### src/rtl/stage_retire_sb_pkg.sv
// Shared types for the in-order retire stage and its committed-store buffer.
package stage_retire_sb_pkg;

    localparam int XLEN       = 32;
    localparam int ARCH_IDX_W = 5;
    localparam int PRF_IDX_W  = 6;
    localparam logic [ARCH_IDX_W-1:0] ZERO_REG = 5'd0;

    typedef enum logic [1:0] {
        BYTE   = 2'h0,
        HALF   = 2'h1,
        WORD   = 2'h2,
        DOUBLE = 2'h3
    } MEM_SIZE;

    typedef enum logic [1:0] {
        BUS_NONE  = 2'h0,
        BUS_LOAD  = 2'h1,
        BUS_STORE = 2'h2
    } BUS_COMMAND;

    typedef enum logic [3:0] {
        NO_ERROR      = 4'h0,
        HALTED_ON_WFI = 4'h2
    } EXCEPTION_CODE;

    typedef struct packed {
        logic                  retire_en;
        logic [ARCH_IDX_W-1:0] dest_reg_idx;
        logic [PRF_IDX_W-1:0]  t_idx;
        logic [PRF_IDX_W-1:0]  told_idx;
        logic [XLEN-1:0]       result;
        logic [XLEN-1:0]       npc;
        logic                  take_branch;
        logic                  halt;
        logic                  wr_mem;
        logic [XLEN-1:0]       rs2_value;
        logic [2:0]            funct3;
    } ROB_IR_PACKET;

    typedef struct packed {
        logic                 retire_en;
        logic [PRF_IDX_W-1:0] told_idx;
    } IR_FL_PACKET;

    typedef struct packed {
        logic                  retire_en;
        logic [ARCH_IDX_W-1:0] dest_reg_idx;
        logic [PRF_IDX_W-1:0]  t_idx;
    } IR_MT_PACKET;

    typedef struct packed {
        logic                  wr_en;
        logic [ARCH_IDX_W-1:0] wr_idx;
        logic [XLEN-1:0]       wr_data;
        logic [XLEN-1:0]       npc;
        logic [3:0]            completed_insts;
        EXCEPTION_CODE         error_status;
    } IR_PIPELINE_PACKET;

    typedef struct packed {
        logic [XLEN-1:0] addr;
        logic [XLEN-1:0] data;
        MEM_SIZE         size;
    } SB_ENTRY;

    function automatic SB_ENTRY make_sb_entry(input logic [XLEN-1:0] addr,
                                              input logic [XLEN-1:0] data,
                                              input logic [2:0]      funct3);
        SB_ENTRY e;
        e.addr = addr;
        e.data = data;
        e.size = MEM_SIZE'(funct3[1:0]);
        return e;
    endfunction

endpackage

### src/rtl/stage_retire_sb_store_buffer.sv
// Circular store FIFO: up to PUSH_W ordered pushes and one pop per cycle.
module store_buffer
    import stage_retire_sb_pkg::*;
#(
    parameter int DEPTH  = 4,
    parameter int PUSH_W = 2
) (
    input  logic                         clock,
    input  logic                         reset,
    input  logic [PUSH_W-1:0]            push_en,
    input  SB_ENTRY                      push_data [PUSH_W],
    input  logic                         pop,
    output SB_ENTRY                      head,
    output logic [$clog2(DEPTH+1)-1:0]   count,
    output logic                         empty
);

    localparam int PTR_W = $clog2(DEPTH);
    localparam int CNT_W = $clog2(DEPTH + 1);

    SB_ENTRY          mem_r [DEPTH];
    logic [PTR_W-1:0] head_r;
    logic [PTR_W-1:0] tail_r;
    logic [CNT_W-1:0] count_r;
    logic [PTR_W-1:0] wr_ptr_s [PUSH_W];
    logic [CNT_W-1:0] push_cnt_s;

    // Each pushing slot lands just past the pushes of earlier slots; pointers wrap by width.
    always_comb begin
        push_cnt_s = '0;
        for (int i = 0; i < PUSH_W; i++) begin
            wr_ptr_s[i] = tail_r + PTR_W'(push_cnt_s);
            push_cnt_s  = push_cnt_s + CNT_W'(push_en[i]);
        end
    end

    // Pointer and occupancy update; reset drops every buffered store.
    always_ff @(posedge clock) begin
        if (reset) begin
            head_r  <= '0;
            tail_r  <= '0;
            count_r <= '0;
        end else begin
            tail_r  <= tail_r + PTR_W'(push_cnt_s);
            head_r  <= head_r + PTR_W'(pop);
            count_r <= count_r + push_cnt_s - CNT_W'(pop);
        end
    end

    // Entry storage, written only at the computed slot positions.
    always_ff @(posedge clock) begin
        for (int i = 0; i < PUSH_W; i++) begin
            if (!reset && push_en[i]) begin
                mem_r[wr_ptr_s[i]] <= push_data[i];
            end
        end
    end

    assign head  = mem_r[head_r];
    assign count = count_r;
    assign empty = (count_r == '0);

endmodule

### src/rtl/stage_retire_sb.sv
// N-wide in-order retire stage; retired stores are committed through a store buffer
// that drains to Dmem one entry per granted cycle.
module stage_retire_sb
    import stage_retire_sb_pkg::*;
#(
    parameter int RETIRE_WIDTH = 2,
    parameter int SB_DEPTH     = 4
) (
    input  logic                              clock,
    input  logic                              reset,
    input  ROB_IR_PACKET                      rob_ir_packet [RETIRE_WIDTH],
    input  logic                              store_grant,
    output logic [$clog2(RETIRE_WIDTH+1)-1:0] retire_count,
    output IR_FL_PACKET                       ir_fl_packet [RETIRE_WIDTH],
    output IR_MT_PACKET                       ir_mt_packet [RETIRE_WIDTH],
    output IR_PIPELINE_PACKET                 pipe_packet [RETIRE_WIDTH],
    output logic                              interrupt,
    output logic [XLEN-1:0]                   branch_target,
    output BUS_COMMAND                        store2Dmem_command,
    output MEM_SIZE                           store2Dmem_size,
    output logic [XLEN-1:0]                   store2Dmem_addr,
    output logic [XLEN-1:0]                   store2Dmem_data,
    output logic                              sb_empty,
    output logic                              halted
);

    localparam int RC_W  = $clog2(RETIRE_WIDTH + 1);
    localparam int SB_CW = $clog2(SB_DEPTH + 1);

    logic [RETIRE_WIDTH-1:0] accept_s;
    logic [RETIRE_WIDTH-1:0] wr_en_s;
    logic [RETIRE_WIDTH-1:0] push_en_s;
    SB_ENTRY                 push_data_s [RETIRE_WIDTH];
    SB_ENTRY                 sb_head_s;
    logic [SB_CW-1:0]        sb_count_s;
    logic                    sb_empty_s;
    logic                    sb_pop_s;
    logic [SB_CW:0]          free_s;
    logic [SB_CW:0]          stores_s;
    logic                    stop_s;
    logic                    halt_accept_s;
    logic                    interrupt_s;
    logic [XLEN-1:0]         target_s;
    logic [RC_W-1:0]         count_s;
    logic                    halted_r;

    // In-order acceptance scan; free space excludes this cycle's pop so a store never races the bus.
    always_comb begin
        accept_s      = '0;
        stop_s        = reset | halted_r;
        stores_s      = '0;
        free_s        = (SB_CW+1)'(SB_DEPTH) - {1'b0, sb_count_s};
        halt_accept_s = 1'b0;
        interrupt_s   = 1'b0;
        target_s      = '0;
        for (int i = 0; i < RETIRE_WIDTH; i++) begin
            if (stop_s || !rob_ir_packet[i].retire_en) begin
                stop_s = 1'b1;
            end else if (rob_ir_packet[i].wr_mem && (stores_s + (SB_CW+1)'(1'b1) > free_s)) begin
                stop_s = 1'b1;
            end else if (rob_ir_packet[i].halt && (!sb_empty_s || (stores_s != '0))) begin
                stop_s = 1'b1;
            end else begin
                accept_s[i] = 1'b1;
                stores_s    = stores_s + (SB_CW+1)'(rob_ir_packet[i].wr_mem);
                if (rob_ir_packet[i].halt) begin
                    halt_accept_s = 1'b1;
                    stop_s        = 1'b1;
                end else if (rob_ir_packet[i].take_branch) begin
                    interrupt_s = 1'b1;
                    target_s    = rob_ir_packet[i].result;
                    stop_s      = 1'b1;
                end else begin
                    stop_s = 1'b0;
                end
            end
        end
    end

    // Per-slot free-list, map-table, trace and store-push packets.
    always_comb begin
        count_s   = '0;
        wr_en_s   = '0;
        push_en_s = '0;
        for (int i = 0; i < RETIRE_WIDTH; i++) begin
            wr_en_s[i]   = accept_s[i] && (rob_ir_packet[i].dest_reg_idx != ZERO_REG);
            push_en_s[i] = accept_s[i] && rob_ir_packet[i].wr_mem;
            push_data_s[i] = make_sb_entry(rob_ir_packet[i].result,
                                           rob_ir_packet[i].rs2_value,
                                           rob_ir_packet[i].funct3);
            count_s = count_s + RC_W'(accept_s[i]);

            ir_fl_packet[i].retire_en    = wr_en_s[i];
            ir_fl_packet[i].told_idx     = rob_ir_packet[i].told_idx;
            ir_mt_packet[i].retire_en    = wr_en_s[i];
            ir_mt_packet[i].dest_reg_idx = rob_ir_packet[i].dest_reg_idx;
            ir_mt_packet[i].t_idx        = rob_ir_packet[i].t_idx;

            pipe_packet[i].wr_en           = wr_en_s[i];
            pipe_packet[i].wr_idx          = rob_ir_packet[i].dest_reg_idx;
            pipe_packet[i].wr_data         = rob_ir_packet[i].result;
            pipe_packet[i].npc             = rob_ir_packet[i].npc;
            pipe_packet[i].completed_insts = 4'h0;
            pipe_packet[i].error_status    = NO_ERROR;
        end
        pipe_packet[0].completed_insts = 4'(count_s);
        pipe_packet[0].error_status    = halt_accept_s ? HALTED_ON_WFI : NO_ERROR;
    end

    // Halt is sticky until reset.
    always_ff @(posedge clock) begin
        if (reset) begin
            halted_r <= 1'b0;
        end else if (halt_accept_s) begin
            halted_r <= 1'b1;
        end else begin
            halted_r <= halted_r;
        end
    end

    store_buffer #(
        .DEPTH  (SB_DEPTH),
        .PUSH_W (RETIRE_WIDTH)
    ) u_store_buffer (
        .clock     (clock),
        .reset     (reset),
        .push_en   (push_en_s),
        .push_data (push_data_s),
        .pop       (sb_pop_s),
        .head      (sb_head_s),
        .count     (sb_count_s),
        .empty     (sb_empty_s)
    );

    assign store2Dmem_command = (!reset && !sb_empty_s) ? BUS_STORE : BUS_NONE;
    assign sb_pop_s           = (store2Dmem_command == BUS_STORE) && store_grant;
    assign store2Dmem_size    = sb_head_s.size;
    assign store2Dmem_addr    = sb_head_s.addr;
    assign store2Dmem_data    = sb_head_s.data;
    assign retire_count       = count_s;
    assign interrupt          = interrupt_s;
    assign branch_target      = target_s;
    assign sb_empty           = sb_empty_s;
    assign halted             = halted_r;

endmodule

### config.mk
export PLATFORM = sky130hd
export DESIGN_NAME = stage_retire_sb
export DESIGN_NICKNAME = d
export VERILOG_FILES = /design/src/rtl/stage_retire_sb_pkg.sv /design/src/rtl/stage_retire_sb_store_buffer.sv /design/src/rtl/stage_retire_sb.sv
export SDC_FILE = /design/constraint.sdc
export NUM_CORES = 1
export LEC_CHECK = 0
export CORE_AREA = 2 2 209 211
export DETAILED_ROUTE_END_ITERATION = 12
export DIE_AREA = 0 0 211 213
export PLACE_DENSITY = 0.7
export SLEW_MARGIN = 20
export SYNTH_ARGS = -nofsm -noshare
export SYNTH_HDL_FRONTEND = slang
export SYNTH_SLANG_ARGS = --single-unit
### constraint.sdc
create_clock -name clock -period 7.35 [get_ports clock]
set_input_delay 1.47 -clock clock [delete_from_list [all_inputs] [get_ports clock]]
set_output_delay 1.47 -clock clock [all_outputs]
set_load 0.03 [all_outputs]
==> impl_metrics.env, run 1 <==
export IMPL_synthTopCellsByArea="sky130_fd_sc_hd__edfxtp_1 (50%), sky130_fd_sc_hd__mux2_4 (11%), sky130_fd_sc_hd__mux2_2 (11%)"
export IMPL_path_buf_inv=5
export IMPL_row_count=76
export IMPL_worst_slew_pin_transition_ns=0.874
export IMPL_synth_sequential_area_ratio_pct=51.4
export IMPL_report_final_slew_viol_count=0
export IMPL_final_period_minus_worst_setup_slack_ns=6.57
export IMPL_finalClockSkew_ns=0.00806
export IMPL_setup_worst_path_start_class="input pin"
export IMPL_clock_insertion_delay_worst_skew_ns=0.56
export IMPL_route_final_wire_length_mm=40.6
export IMPL_drc=0
export IMPL_hold_path_class="flop to flop"
export IMPL_final_net_count=1392
export IMPL_final_design_area_no_fill_um2=19400
export IMPL_postSynthAreaPerCell_um2=16.2
export IMPL_timing_max_slew_rel_slack_pct=41.7
export IMPL_starting_density_of_the_core_pct=36.8
export IMPL_vias=8741
export IMPL_p_total_mw=4.45
export IMPL_die_width_um=211
export IMPL_grt_start_max_net_pins=67
export IMPL_critPathMostFrequentCell="sky130_fd_sc_hd__buf_4"
export IMPL_cts_root_buf="sky130_fd_sc_hd__clkbuf_16"
export IMPL_synthesis_instances=969
export IMPL_postCtsSetupRepairBufs=0
export IMPL_routedWlPerCell_um=23.8
export IMPL_postCtsHoldBufs=0
export IMPL_max_vdd_ir_drop_mv=0.166
export IMPL_share_of_layout_cells_above_drive_strength_1_pct=38.3
export IMPL_worstPathArrival_ns=5.10
export IMPL_critPathSlowestCell="sky130_fd_sc_hd__and4b_2"
export IMPL_final_cell_count_no_fill=1709
export IMPL_tritoncts_clock_tree="done"
export IMPL_postRouteAntennaNets=0
export IMPL_number_of_drc_markers_in_iteration_0=437
export IMPL_flow_area_growth_from_synthesis_pct=23.5
export IMPL_cell_chain_of_the_critical_path="clkdlybuf4s50_1 -> or3b_4 -> a211oi_1 -> buf_4 -> nand2_1 -> inv_1 -> ha_1 -> nor2b_1 -> o2111ai_1 -> and4b_2 -> buf_4 -> a22o_1 -> buf_12"
export IMPL_timing_final_crit_share_pct=89.4
export IMPL_synth_ff_type="sky130_fd_sc_hd__edfxtp_1"
export IMPL_post_synth_top_area_fraction_pct=50.4
export IMPL_drv_cap=0
export IMPL_clock_sink_count=272
export IMPL_die_h_um=213
export IMPL_cts_made_buffers=30
export IMPL_ctsResizeCount=0
export IMPL_synth_seq_cells=272
export IMPL_place_area_um2=18400
export IMPL_grt_pass1_vias=9353
export IMPL_post_drt_via_cell_ratio=5.11
export IMPL_required_ns=5.88
export IMPL_synth_lib_cells_used_distinct=43
export IMPL_floorplan_die_area_um2=44900
export IMPL_design_core_area_um2=42700
export IMPL_crit_path_end_kind="output pin"
export IMPL_place_congestion=0.777
export IMPL_cts_max_level=1
export IMPL_fin_util_pct=45.5
export IMPL_maximum_count_of_clock_buffers_along_a_single_path=3
export IMPL_worstPathMaxFanout=22
export IMPL_place_hpwl_mm=26.1
export IMPL_yosysTopAreaCell="sky130_fd_sc_hd__edfxtp_1"
export IMPL_first_pass_grt_wire_length_mm=58.9
export IMPL_antenna_found_initial=5
export IMPL_worstSetupPathType="input pin to output pin"
export IMPL_static_leakage_power_nw=7.03
export IMPL_port_buffers=349
export IMPL_first_pass_iters=6
export IMPL_worst_path_largest_cell_delay_ns=0.57
export IMPL_yosys_warnings=0
export IMPL_outcome="finished clean"
export IMPL_fmaxAchievable_mhz=152
export IMPL_path_clk_slew_ns=0.06
export IMPL_final_hold_violation_count=0
export IMPL_fin_tns_setup_ns=0
export IMPL_number_of_synthesized_flops_with_an_enable_pin=264
export IMPL_setup_viol=0
export IMPL_grt_overflow=0
export IMPL_global_route_usage_total_pct=17.4
export IMPL_power_density_cell_area_nw_per_um2=229
export IMPL_synth_cell_area_um2=15700
export IMPL_n_fill_cell=3758
export IMPL_critical_path_top_delay_family="buffers and inverters"
export IMPL_synth_async_reset_ratio_pct=0
export IMPL_place_detailed_instances=1650
export IMPL_io_pin_count=542
export IMPL_rsz0062_at_grt="no"
## worst min-delay path: stages (launching register included)
cell	delay, ns
sky130_fd_sc_hd__dfxtp_1	0.34
sky130_fd_sc_hd__xnor2_1	0.13
sky130_fd_sc_hd__nor2_1	0.07
## kinds of logic (layout without fill, tap and decap cells)
group	after synthesis	in the layout	share of synthesized area (%)
muxes	330	330	31.1
DFF	272	272	51.4
buffers and inverters	254	432	11.6
AOI/OAI and AO/OA	48	48	2.59
and+or+nand+nor	44	44	1.72
adders and majority gates	13	13	1.08
xor gates and xnor gates	7	7	0.390
other	1	17	0.0239
## worst paths after layout
path / start / end / slack (ns) / cells past startpoint
hold reg to reg: u_store_buffer.count[2]$_SDFF_PP0_ / u_store_buffer.count[2]$_SDFF_PP0_ / 0.58 / 2
hold / removal: u_store_buffer.count[2]$_SDFF_PP0_ / u_store_buffer.count[2]$_SDFF_PP0_ / 0.58 / 2
setup reg to reg: u_store_buffer.count[0]$_SDFF_PP0_ / u_store_buffer.mem_r[3][24]$_DFFE_PP_ / 2.68 / 16
setup / recovery: rob_ir_packet[239] / branch_target[20] / 0.78 / 13
## placed cells by master (no fill, tap or decap), drive strengths merged, types with 4 or more instances in the layout
cell,netlist,routed
a211oi,6,6
a22o,32,32
and2,4,4
buf,239,57
bufinv,0,5
clkbuf,6,34
clkdlybuf4s50,0,310
clkinv,0,16
conb,1,14
dfxtp,8,8
edfxtp,264,264
ha,12,12
inv,9,10
mux2,264,264
mux4,66,66
nand2,9,9
nand3,6,6
nor2,7,7
nor2b,5,5
xnor2,5,5
## registers in the layout, indices dropped and copies added, names as in the netlist
register	flops
halted	1
u_store_buffer.mem_r	264
u_store_buffer.count	3
u_store_buffer.head_r	2
u_store_buffer.tail_r	2
## per-stage QoR
step | hold slack, ns | setup WS (ns)
CTS | 0.585 | 0.746
detailed placement | 0.565 | 0.773
global route | 0.629 | 0.539
finish | 0.582 | 0.782
global placement | 0.563 | 0.819
floorplan | 0.520 | 0.908
## synth_stat cells (7+ instances only)
cell and instances:
sky130_fd_sc_hd__buf_1 9, sky130_fd_sc_hd__mux4_2 66, sky130_fd_sc_hd__edfxtp_1 264, sky130_fd_sc_hd__buf_4 193, sky130_fd_sc_hd__buf_6 16, sky130_fd_sc_hd__dfxtp_1 8, sky130_fd_sc_hd__mux2_4 116, sky130_fd_sc_hd__nand2_1 9
sky130_fd_sc_hd__nor2_1 7, sky130_fd_sc_hd__a22o_1 32, sky130_fd_sc_hd__buf_2 21, sky130_fd_sc_hd__mux2_2 148, sky130_fd_sc_hd__ha_1 12, sky130_fd_sc_hd__inv_1 9
## where the power goes
group          switching, mW  total [mW]  internal [mW]
clock                  0.601        1.54          0.936
combinational          0.572        1.10          0.524
sequential            0.0503        1.81           1.76
## final cells by class
class / count / area, um2 / area share [%]
Timing Repair Buffer: 367 / 3660 / 18.8
Clock inverter: 22 / 224 / 1.15
Inverter: 9 / 33.8 / 0.174
Tap cell: 546 / 683 / 3.52
Antenna cell: 3 / 7.51 / 0.0387
Sequential cell: 272 / 8100 / 41.7
Clock buffer: 34 / 787 / 4.05
Multi-Input combinational cell: 456 / 5930 / 30.5
## layer usage
metal | vias to the layer above | track usage (%) | wire (um)
met5 | - | 0 | 0
met4 | 0 | 5.68 | 1020
met3 | 62 | 3.12 | 2440
met2 | 349 | 31.6 | 21400
met1 | 4444 | 20.9 | 15800
li1 | 3886 | - | -
Power figures use the tool's default switching activity.
==> run 2: changes to the inputs <==
- CAP_MARGIN: not set -> 0
- CORE_AREA: 2 2 209 211 -> 4 4 211 213
- DIE_AREA: 0 0 211 213 -> 0 0 215 217
==> run 2 against run 1 <==
Against the previous run: largest power group unchanged; sequential power barely moved; utilization decreased by 0.27 points; via count shrank 0.77%.
==> impl_metrics.env, run 2 (same netlist as run 1, synthesis figures left out) <==
export IMPL_highest_count_cells_in_the_layout_ignoring_fill_and_taps="sky130_fd_sc_hd__clkdlybuf4s50_1 (313), sky130_fd_sc_hd__edfxtp_1 (264), sky130_fd_sc_hd__mux2_2 (148)"
export IMPL_final_design_area_no_fill_um2=19300
export IMPL_cts_made_buffers=30
export IMPL_place_area_um2=18400
export IMPL_setup_viol=0
export IMPL_first_pass_iters=4
export IMPL_power_density_cell_area_nw_per_um2=224
export IMPL_final_common_cell="sky130_fd_sc_hd__clkdlybuf4s50_1"
export IMPL_critPathSlowestCell="sky130_fd_sc_hd__clkdlybuf4s50_1"
export IMPL_hold_ws_ns=0.589
export IMPL_outcome="finished clean"
export IMPL_static_leakage_power_nw=6.97
export IMPL_postRouteAntennaNets=0
export IMPL_drv_cap=0
export IMPL_setup_worst_path_start_class="input pin"
export IMPL_worstSetupPathType="input pin to output pin"
export IMPL_rsz0062_at_grt="no"
export IMPL_cts_max_level=1
export IMPL_ctsResizeCount=0
export IMPL_post_drt_via_cell_ratio=5.08
export IMPL_design_core_area_um2=42700
export IMPL_antenna_found_initial=3
export IMPL_fin_tns_setup_ns=0
export IMPL_global_route_usage_total_pct=16.4
export IMPL_route_final_wire_length_mm=39.9
export IMPL_grt_start_max_net_pins=67
export IMPL_postCtsHoldBufs=0
export IMPL_worstPathArrival_ns=5.10
export IMPL_io_pin_count=542
export IMPL_clock_insertion_delay_worst_skew_ns=0.56
export IMPL_cts_root_buf="sky130_fd_sc_hd__clkbuf_16"
export IMPL_finalClockSkew_ns=0.0175
export IMPL_routedWlPerCell_um=23.4
export IMPL_timing_final_crit_share_pct=89.3
export IMPL_report_final_slew_viol_count=0
export IMPL_fmaxAchievable_mhz=152
export IMPL_worstPathMaxFanout=5
export IMPL_share_of_layout_cells_above_drive_strength_1_pct=38.0
export IMPL_multi_input_comb_area_um2=5930
export IMPL_grt_overflow=0
export IMPL_final_cell_count_no_fill=1706
export IMPL_final_net_count=1390
export IMPL_largest_reg_flops=264
export IMPL_vias=8674
export IMPL_place_hpwl_mm=25.5
export IMPL_postCtsSetupRepairBufs=0
export IMPL_worst_slew_pin_transition_ns=1.03
export IMPL_flow_area_growth_from_synthesis_pct=22.8
export IMPL_number_of_drc_markers_in_iteration_0=573
export IMPL_n_fill_cell=3763
export IMPL_required_ns=5.88
export IMPL_port_buffers=349
export IMPL_clock_sink_count=272
export IMPL_place_congestion=0.784
export IMPL_die_h_um=217
export IMPL_maximum_count_of_clock_buffers_along_a_single_path=3
export IMPL_hold_path_class="flop to flop"
export IMPL_seqCellArea_um2=8100
export IMPL_drc=0
export IMPL_tritoncts_clock_tree="done"
export IMPL_worst_path_largest_cell_delay_ns=0.74
export IMPL_row_count=76
export IMPL_crit_path_end_kind="output pin"
export IMPL_place_detailed_instances=1648
export IMPL_first_pass_grt_wire_length_mm=59.5
export IMPL_final_period_minus_worst_setup_slack_ns=6.57
export IMPL_starting_density_of_the_core_pct=36.8
export IMPL_final_hold_violation_count=0
export IMPL_max_vdd_ir_drop_mv=0.157
export IMPL_floorplan_die_area_um2=46700
export IMPL_timing_max_slew_rel_slack_pct=31.2
export IMPL_cell_chain_of_the_critical_path="clkdlybuf4s50_1 -> or3b_4 -> a211oi_1 -> nand2_1 -> inv_1 -> ha_1 -> nor2b_1 -> o2111ai_1 -> nand2_1 -> o31ai_1 -> clkdlybuf4s50_1"
export IMPL_path_clk_slew_ns=0.06
export IMPL_grt_pass1_vias=9443
export IMPL_die_width_um=215
run 2: changes by cell type in the layout (fill, tap and decap cells not counted), moves of 2 or more:
cell                              before  now
sky130_fd_sc_hd__buf_12               10    8
sky130_fd_sc_hd__buf_4                47   44
sky130_fd_sc_hd__bufinv_16             5    2
sky130_fd_sc_hd__clkdlybuf4s50_1     310  313
sky130_fd_sc_hd__clkinv_2              4    7
sky130_fd_sc_hd__clkinvlp_4            0    2
run 2: power breakdown:
| part | leakage, nW | switching, mW | internal, mW |
|---|---|---|---|
| clock | 0.453 | 0.597 | 0.813 |
| combinational | 4.07 | 0.601 | 0.522 |
| sequential | 2.45 | 0.0206 | 1.76 |
| total | 6.97 | 1.22 | 3.10 |
run 2: final timing paths:
path | from | cells past startpoint | end | slack [ns]
setup reg to reg | u_store_buffer.count[0]$_SDFF_PP0_ | 14 | u_store_buffer.mem_r[1][44]$_DFFE_PP_ | 2.74
hold reg to reg | halted$_SDFFE_PP0P_ | 2 | halted$_SDFFE_PP0P_ | 0.59
setup / recovery | rob_ir_packet[239] | 11 | pipe_packet[79] | 0.78
hold / removal | halted$_SDFFE_PP0P_ | 2 | halted$_SDFFE_PP0P_ | 0.59
run 2: metal layers:
layer | global-route usage, % | routed length, um | up-vias
li1 | - | - | 3893
met1 | 19.8 | 15700 | 4433
met2 | 30.2 | 21000 | 296
met3 | 3.42 | 2480 | 52
met4 | 3.87 | 712 | 0
met5 | 0 | 0 | -
run 2: layout make-up:
| cell class | count | area share (%) |
|---|---|---|
| sequential | 272 | 41.9 |
| tap | 546 | 3.54 |
| inverter | 9 | 0.175 |
| clock inverter | 23 | 0.869 |
| timing repair buffer | 365 | 18.8 |
| multi-input combinational | 456 | 30.7 |
| antenna | 2 | 0.0259 |
| clock buffer | 33 | 3.95 |
run 2: worst max-delay path: cells and delay by family:
family / cells / cell delay [ns]
adders and majority gates: 1 / 0.25
and+or+nand+nor: 4 / 1.01
AOI/OAI and AO/OA: 3 / 0.98
buffers and inverters: 3 / 1.39
run 2: stage by stage:
stage	setup slack [ns]	util, %	power [mW]
2_1_floorplan	0.908	-	2.61
3_3_place_gp	0.786	43.0	2.94
3_5_place_dp	0.756	43.0	2.95
4_1_cts	0.739	45.2	4.37
5_1_grt	0.586	45.2	4.50
6_report	0.784	45.2	4.32
